### config.mk
export PLATFORM = sky130hd
export DESIGN_NAME = tx_mac_control
export DESIGN_NICKNAME = d
export VERILOG_FILES = /design/src/rtl/tx_mac_control.sv
export SDC_FILE = /design/constraint.sdc
export NUM_CORES = 2
export LEC_CHECK = 0
export CORE_ASPECT_RATIO = 1.5
export CORE_MARGIN = 2
export CORE_UTILIZATION = 61
export CTS_CLUSTER_SIZE = 12
export DETAILED_ROUTE_END_ITERATION = 8
export GPL_ROUTABILITY_DRIVEN = 0
export GPL_TIMING_DRIVEN = 0
export HOLD_SLACK_MARGIN = 0.06
export PLACE_DENSITY = 0.88
export SLEW_MARGIN = 20
export SYNTH_ARGS = -nofsm -noshare
export SYNTH_HDL_FRONTEND = slang
export SYNTH_SLANG_ARGS = --single-unit
### constraint.sdc
create_clock -name switch_clk -period 98.4 [get_ports switch_clk]
set_input_delay 19.68 -clock switch_clk [delete_from_list [all_inputs] [get_ports switch_clk]]
set_output_delay 19.68 -clock switch_clk [all_outputs]
set_load 0.1 [all_outputs]
### src/rtl/tx_mac_control.sv
// tx_mac_control: streams VOQ frames from block memory onto GMII with preamble, double-buffered prefetch and underrun abort
module tx_mac_control #(
  parameter int DATA_WIDTH = 8,
  parameter int ADDR_W = 16,
  parameter int BLOCK_BYTES = 64,
  parameter logic [DATA_WIDTH-1:0] PREAMBLE_BYTE = 8'h55,
  parameter logic [DATA_WIDTH-1:0] SFD_BYTE = 8'hD5
) (
  input  logic                              switch_clk,
  input  logic                              switch_rst,
  input  logic                              voq_valid_i,
  input  logic [ADDR_W-1:0]                 voq_ptr_i,
  output logic                              voq_ready_o,
  output logic                              mem_start_o,
  output logic                              mem_re_o,
  output logic [ADDR_W-1:0]                 mem_start_addr_o,
  input  logic [BLOCK_BYTES*DATA_WIDTH-1:0] frame_data_i,
  input  logic                              frame_valid_i,
  input  logic                              frame_end_i,
  output logic                              gmii_tx_clk_o,
  output logic                              gmii_tx_en_o,
  output logic                              gmii_tx_er_o,
  output logic [DATA_WIDTH-1:0]             gmii_tx_data_o
);
  localparam int BW = BLOCK_BYTES*DATA_WIDTH;
  localparam int CW = $clog2(BLOCK_BYTES);
  typedef enum logic [2:0] {IDLE, FETCH, PREAMBLE, SFD, DATA, IFG} state_t;
  state_t state, state_n;
  logic [1:0] cnt;
  logic [CW-1:0] bcnt;
  logic [3:0] icnt;
  logic [BW-1:0] act_data, pf_data;
  logic act_v, act_end, pf_v, pf_end, req, last_rx, err;
  logic tick, blk_end, xmit;
  logic [DATA_WIDTH-1:0] cur_byte;
  assign tick = cnt == 2'd3;
  assign blk_end = bcnt == CW'(BLOCK_BYTES-1);
  assign xmit = state == PREAMBLE || state == SFD || state == DATA;
  assign cur_byte = act_data[bcnt*DATA_WIDTH +: DATA_WIDTH];
  assign gmii_tx_clk_o = cnt[1];
  assign voq_ready_o = state == IDLE;
  always_ff @(posedge switch_clk or posedge switch_rst)
    if (switch_rst) state <= IDLE;
    else state <= state_n;
  always_comb begin
    state_n = state;
    case (state)
      IDLE:     state_n = voq_valid_i ? FETCH : IDLE;
      FETCH:    state_n = tick && act_v ? PREAMBLE : FETCH;
      PREAMBLE: state_n = tick && bcnt == CW'(6) ? SFD : PREAMBLE;
      SFD:      state_n = tick ? DATA : SFD;
      DATA:     state_n = tick && (err || (blk_end && act_end)) ? IFG : DATA;
      IFG:      state_n = tick && icnt == 4'd11 ? IDLE : IFG;
      default:  state_n = IDLE;
    endcase
  end
  always_ff @(posedge switch_clk or posedge switch_rst) begin
    if (switch_rst) begin
      cnt <= '0;
      bcnt <= '0;
      icnt <= '0;
      act_data <= '0;
      pf_data <= '0;
      {act_v, act_end, pf_v, pf_end, req, last_rx, err} <= '0;
      mem_start_o <= 1'b0;
      mem_re_o <= 1'b0;
      mem_start_addr_o <= '0;
      gmii_tx_en_o <= 1'b0;
      gmii_tx_er_o <= 1'b0;
      gmii_tx_data_o <= '0;
    end else begin
      cnt <= cnt + 2'd1;
      mem_start_o <= 1'b0;
      mem_re_o <= 1'b0;
      if (state == IDLE && voq_valid_i) begin
        mem_start_o <= 1'b1;
        mem_start_addr_o <= voq_ptr_i;
        req <= 1'b1;
        {act_v, pf_v, last_rx, err} <= '0;
        bcnt <= '0;
        icnt <= '0;
      end
      if (xmit && !pf_v && !req && !last_rx) begin
        mem_re_o <= 1'b1;
        req <= 1'b1;
      end
      if (frame_valid_i && req) begin
        req <= 1'b0;
        last_rx <= frame_end_i;
        if (!act_v) {act_data, act_end, act_v} <= {frame_data_i, frame_end_i, 1'b1};
        else {pf_data, pf_end, pf_v} <= {frame_data_i, frame_end_i, 1'b1};
      end
      if (tick) begin
        gmii_tx_en_o <= xmit;
        gmii_tx_er_o <= 1'b0;
        gmii_tx_data_o <= '0;
        case (state)
          PREAMBLE: begin
            gmii_tx_data_o <= PREAMBLE_BYTE;
            bcnt <= bcnt + CW'(1);
          end
          SFD: begin
            gmii_tx_data_o <= SFD_BYTE;
            bcnt <= '0;
          end
          DATA:
            if (err) begin
              gmii_tx_er_o <= 1'b1;
              err <= 1'b0;
            end else begin
              gmii_tx_data_o <= cur_byte;
              bcnt <= blk_end ? '0 : bcnt + CW'(1);
              if (blk_end && !act_end && pf_v) begin
                {act_data, act_end} <= {pf_data, pf_end};
                pf_v <= 1'b0;
              end
              // underrun: drop any in-flight or late block so it cannot leak into the next frame
              if (blk_end && !act_end && !pf_v) begin
                err <= 1'b1;
                req <= 1'b0;
                last_rx <= 1'b1;
                pf_v <= 1'b0;
              end
            end
          IFG: icnt <= icnt + 4'd1;
          default: ;
        endcase
      end
    end
  end
endmodule

==> run_summary.xml <==
<?xml version="1.0" encoding="UTF-8"?>
<metrics>
  <group name="yosys">
    <metric name="post_synth.cell_area_avg" unit="um^2">12.5</metric>
    <metric name="synth-main-ff-cell" unit="">dfrtp_1</metric>
    <metric name="synth-edff-count" unit="">0</metric>
    <metric name="postSynthNetCount" unit="">4389</metric>
    <metric name="synth_largest_type_area_fraction" unit="">0.557</metric>
    <metric name="synth-compound-area-share" unit="">0.0684</metric>
    <metric name="post_synth_xor_area_fraction" unit="">0.000363</metric>
    <metric name="yosys.area_share.adder" unit="">0.00104</metric>
    <metric name="ranking_of_synthesized_cells_by_area" unit="">dfrtp_1 (56%), mux2_2 (12%), mux2i_1 (11%), mux4_2 (5.8%), nand2_1 (4.5%)</metric>
    <metric name="yosysWarnings" unit="">0</metric>
    <metric name="synth.lib_cells_used.distinct" unit="">51</metric>
    <metric name="syn-cell-area" unit="um^2">48200</metric>
    <metric name="synth_simple_gate_area_share" unit="">0.0562</metric>
    <metric name="postSynthRegisterBits" unit="">1074</metric>
    <metric name="yosysSeqAreaShare" unit="">0.557</metric>
    <metric name="async_flop_share" unit="">1.00</metric>
    <metric name="dominant_combinational_cell_family_by_area_after_synthesis" unit="">multiplexers</metric>
    <metric name="synth_area_leader_cell" unit="">dfrtp_1</metric>
    <metric name="synth_mux_area_frac" unit="">0.292</metric>
    <metric name="postSynthCellCount" unit="">3852</metric>
  </group>
  <group name="run">
    <metric name="timing.max_cap.violations" unit="">0</metric>
  </group>
  <group name="worst_setup_path">
    <metric name="critPathArrivalTime" unit="ns">2.79</metric>
    <metric name="critPathMaxFanout" unit="">10</metric>
    <metric name="cp.required" unit="ns">78.72</metric>
    <metric name="setup.worst_path.start_class" unit="">register</metric>
    <metric name="worst_setup_path_end_kind" unit="">primary output</metric>
    <metric name="worstSetupPathType" unit="">reg2out</metric>
    <metric name="ff2ff_setup_slack" unit="ns">93.86</metric>
  </group>
  <group name="route">
    <metric name="drcViolationCount" unit="">0</metric>
    <metric name="wl_per_cell" unit="um">28.1</metric>
    <metric name="dr_total_vias" unit="">36000</metric>
    <metric name="wl" unit="um">158000</metric>
    <metric name="dr_pass1_iterations" unit="">6</metric>
    <metric name="via_per_inst" unit="">6.39</metric>
    <metric name="drt_iter0_markers" unit="">3634</metric>
    <metric name="drtAntennaViolNets" unit="">0</metric>
  </group>
  <group name="die">
    <metric name="initial_core_utilization" unit="">0.614</metric>
    <metric name="die-height" unit="um">348</metric>
    <metric name="placementRows" unit="">126</metric>
    <metric name="core_region_area" unit="um^2">78500</metric>
    <metric name="boundaryPins" unit="">563</metric>
    <metric name="die_footprint" unit="um^2">81400</metric>
    <metric name="die_x" unit="um">234</metric>
  </group>
  <group name="global_route">
    <metric name="gr-usage-met1" unit="">0.468</metric>
    <metric name="top_usage_layer" unit="">met2</metric>
    <metric name="global_routing_met3_resource_utilization" unit="">0.0936</metric>
    <metric name="overflow" unit="">0</metric>
    <metric name="grt_antenna_before_repair" unit="">53</metric>
    <metric name="first_global_vias" unit="">37600</metric>
    <metric name="globalRouteMet2Util" unit="">0.603</metric>
    <metric name="grt_max_degree" unit="">107</metric>
    <metric name="grtUsageTotal" unit="">0.391</metric>
    <metric name="grt_first_pass_wirelength" unit="um">233000</metric>
  </group>
  <group name="layout">
    <metric name="num-fill-cells" unit="">4955</metric>
    <metric name="fraction_of_layout_cells_with_a_size_suffix_above_1" unit="">0.190</metric>
    <metric name="footprint_of_the_flip_flops_and_latches" unit="um^2">26900</metric>
    <metric name="num-nets-final" unit="">5070</metric>
    <metric name="cell_count_final_fillers_out" unit="">5630</metric>
    <metric name="area.growth.synth_to_final" unit="%">21.3</metric>
    <metric name="multi_input_area" unit="um^2">20100</metric>
  </group>
  <group name="timing">
    <metric name="maxSlewHeadroom" unit="">0.165</metric>
    <metric name="setup_violations" unit="">0</metric>
    <metric name="grt_setup_unrepaired" unit="">no</metric>
    <metric name="final.setup_skew" unit="ns">0.0179</metric>
    <metric name="hold_violations" unit="">0</metric>
    <metric name="fin_ws" unit="ns">75.93</metric>
    <metric name="max_slew.worst_pin.slew" unit="ns">1.25</metric>
    <metric name="setup-tns-final" unit="ns">0</metric>
    <metric name="fmax" unit="MHz">44.5</metric>
    <metric name="post-route-period-util" unit="">0.228</metric>
    <metric name="min_period" unit="ns">22.47</metric>
    <metric name="hold-worst-slack" unit="ns">0.431</metric>
    <metric name="slew_viol_final" unit="">0</metric>
  </group>
  <group name="placement">
    <metric name="dp_worst_setup_slack" unit="ns">75.50</metric>
    <metric name="buffer_ports.inserted" unit="">562</metric>
    <metric name="dpl.hpwl" unit="um">115000</metric>
    <metric name="placed_cells" unit="">5451</metric>
  </group>
  <group name="clock_tree">
    <metric name="cts_hold_buf" unit="">0</metric>
    <metric name="post_cts.repair.setup_buffers" unit="">0</metric>
    <metric name="clkSinkCount" unit="">1074</metric>
    <metric name="cts_resized" unit="">0</metric>
    <metric name="tritoncts" unit="">yes</metric>
    <metric name="worst_skew_pair_later_pin_latency" unit="ns">0.68</metric>
    <metric name="cts.htree.levels" unit="">3</metric>
    <metric name="tritoncts.num_buffers" unit="">103</metric>
    <metric name="clk_path_buf_depth" unit="">3</metric>
    <metric name="clkTransAtPathRegs" unit="ns">0.06</metric>
    <metric name="clockRootBuffer" unit="">clkbuf_16</metric>
  </group>
  <group name="power">
    <metric name="power.density" unit="nW/um^2">20.2</metric>
    <metric name="ir_worst_vdd" unit="uV">16.7</metric>
    <metric name="leakagePower" unit="nW">24.9</metric>
    <metric name="post-layout-total-power" unit="mW">1.18</metric>
  </group>
  <group name="hold_path">
    <metric name="timing.hold.worst.class" unit="">reg2reg</metric>
  </group>
  <group name="status">
    <metric name="run_status" unit="">finished, final reports clean</metric>
  </group>
</metrics>
[cells in the final DEF (no fill, tap or decap), types with 5 or more instances in the layout]
| cell type | count |
|---|---|
| dfrtp_1 | 1074 |
| nand2_1 | 583 |
| clkdlybuf4s50_1 | 562 |
| mux2i_1 | 536 |
| mux2_2 | 525 |
| o21ai_0 | 333 |
| o21ai_1 | 200 |
| clkbuf_1 | 199 |
| mux4_2 | 124 |
| clkbuf_16 | 108 |
| buf_2 | 75 |
| diode_2 | 38 |
| nor2_1 | 22 |
| buf_1 | 20 |
| nand3_1 | 19 |
| nor2b_1 | 18 |
| a22oi_1 | 13 |
| a21oi_1 | 13 |
| inv_1 | 12 |
| buf_16 | 11 |
| nand2b_1 | 7 |
| o221ai_1 | 6 |
| a22o_1 | 6 |
| clkbuf_2 | 5 |
| a211o_1 | 5 |
| nor3_1 | 5 |
| a211oi_1 | 5 |
| o22ai_1 | 5 |
[logic make-up (layout without fill, tap and decap cells)]
family | Yosys count | count (layout)
and+or+nand+nor | 676 | 676
DFF | 1074 | 1074
muxes | 1185 | 1185
other | 0 | 38
xor gates and xnor gates | 2 | 2
adders and majority gates | 4 | 4
buffers and inverters | 294 | 1010
AOI/OAI and AO/OA | 617 | 617
[through the flow]
step | util | area (um^2)
floorplan | - | 48200
global placement | 0.702 | 55100
detailed placement | 0.707 | 55500
CTS | 0.744 | 58400
global route | 0.745 | 58500
finish | 0.745 | 58500
[synthesized netlist by cell type (4+ instances only)]
cell type / n
nand2b_1: 7
nand3_1: 19
o211ai_1: 4
ha_1: 4
inv_1: 13
nor2_1: 22
a31oi_1: 4
o221ai_1: 6
o22ai_1: 5
nand2_1: 583
a2111oi_0: 4
a22oi_1: 13
nor4_1: 4
mux2i_1: 536
dfrtp_1: 1074
o311ai_0: 4
o21ai_1: 200
a211oi_1: 5
a211o_1: 5
a22o_1: 6
mux2_2: 525
mux4_2: 124
buf_1: 23
buf_2: 72
a21oi_1: 13
nor3_1: 5
clkbuf_1: 183
nor2b_1: 18
o21ai_0: 333
[where the power goes]
part	total (mW)	internal [mW]	switching (mW)
combinational	0.202	0.127	0.0749
clock	0.367	0.201	0.167
sequential	0.610	0.552	0.0581
[registers in the layout, indices dropped and copies added (netlist names), 2 cells and up]
name / flops
cnt: 2
pf_data: 512
bcnt: 6
act_data: 512
icnt: 4
state: 3
mem_start_addr_o: 16
gmii_tx_data_o: 8
[final timing paths]
check                                    from                         endpoint  depth (start not counted)
hold / removal               cnt[0]$_DFF_PP0_                 cnt[0]$_DFF_PP0_                          1
setup reg to reg            bcnt[1]$_DFF_PP0_    gmii_tx_data_o[2]$_DFFE_PP0P_                          9
max in group asynchronous          switch_rst         pf_data[219]$_DFFE_PP0P_                          6
min in group asynchronous          switch_rst  mem_start_addr_o[4]$_DFFE_PP0P_                          2
hold reg to reg              cnt[0]$_DFF_PP0_                 cnt[0]$_DFF_PP0_                          1
setup / recovery           state[2]$_DFF_PP0_                      voq_ready_o                          3
[final cells by class]
class                   instances  area share
clock buffers                 132      0.0483
multi-input cells            2484       0.344
repair buffers                576       0.102
plain buffers                 281      0.0199
well taps                    1024      0.0219
clock inverters                 8     0.00150
diodes                         38     0.00163
flip-flops and latches       1074       0.459
inverters                      13    0.000963
[layer usage]
| layer | wire length, um | vias to the layer above | part of all wire |
|---|---|---|---|
| met5 | 231 | - | 0.0015 |
| met4 | 14400 | 34 | 0.091 |
| met3 | 14100 | 595 | 0.089 |
| met2 | 74300 | 2009 | 0.47 |
| met1 | 55300 | 18200 | 0.35 |
| li1 | - | 15100 | - |
[critical path, cell delays in order, from the launching register on]
cell,delay (ns)
dfrtp_1,0.43
clkbuf_1,0.23
nor3_1,0.24
clkdlybuf4s50_1,1.22
No activity file was read; power rests on OpenSTA's default activity.
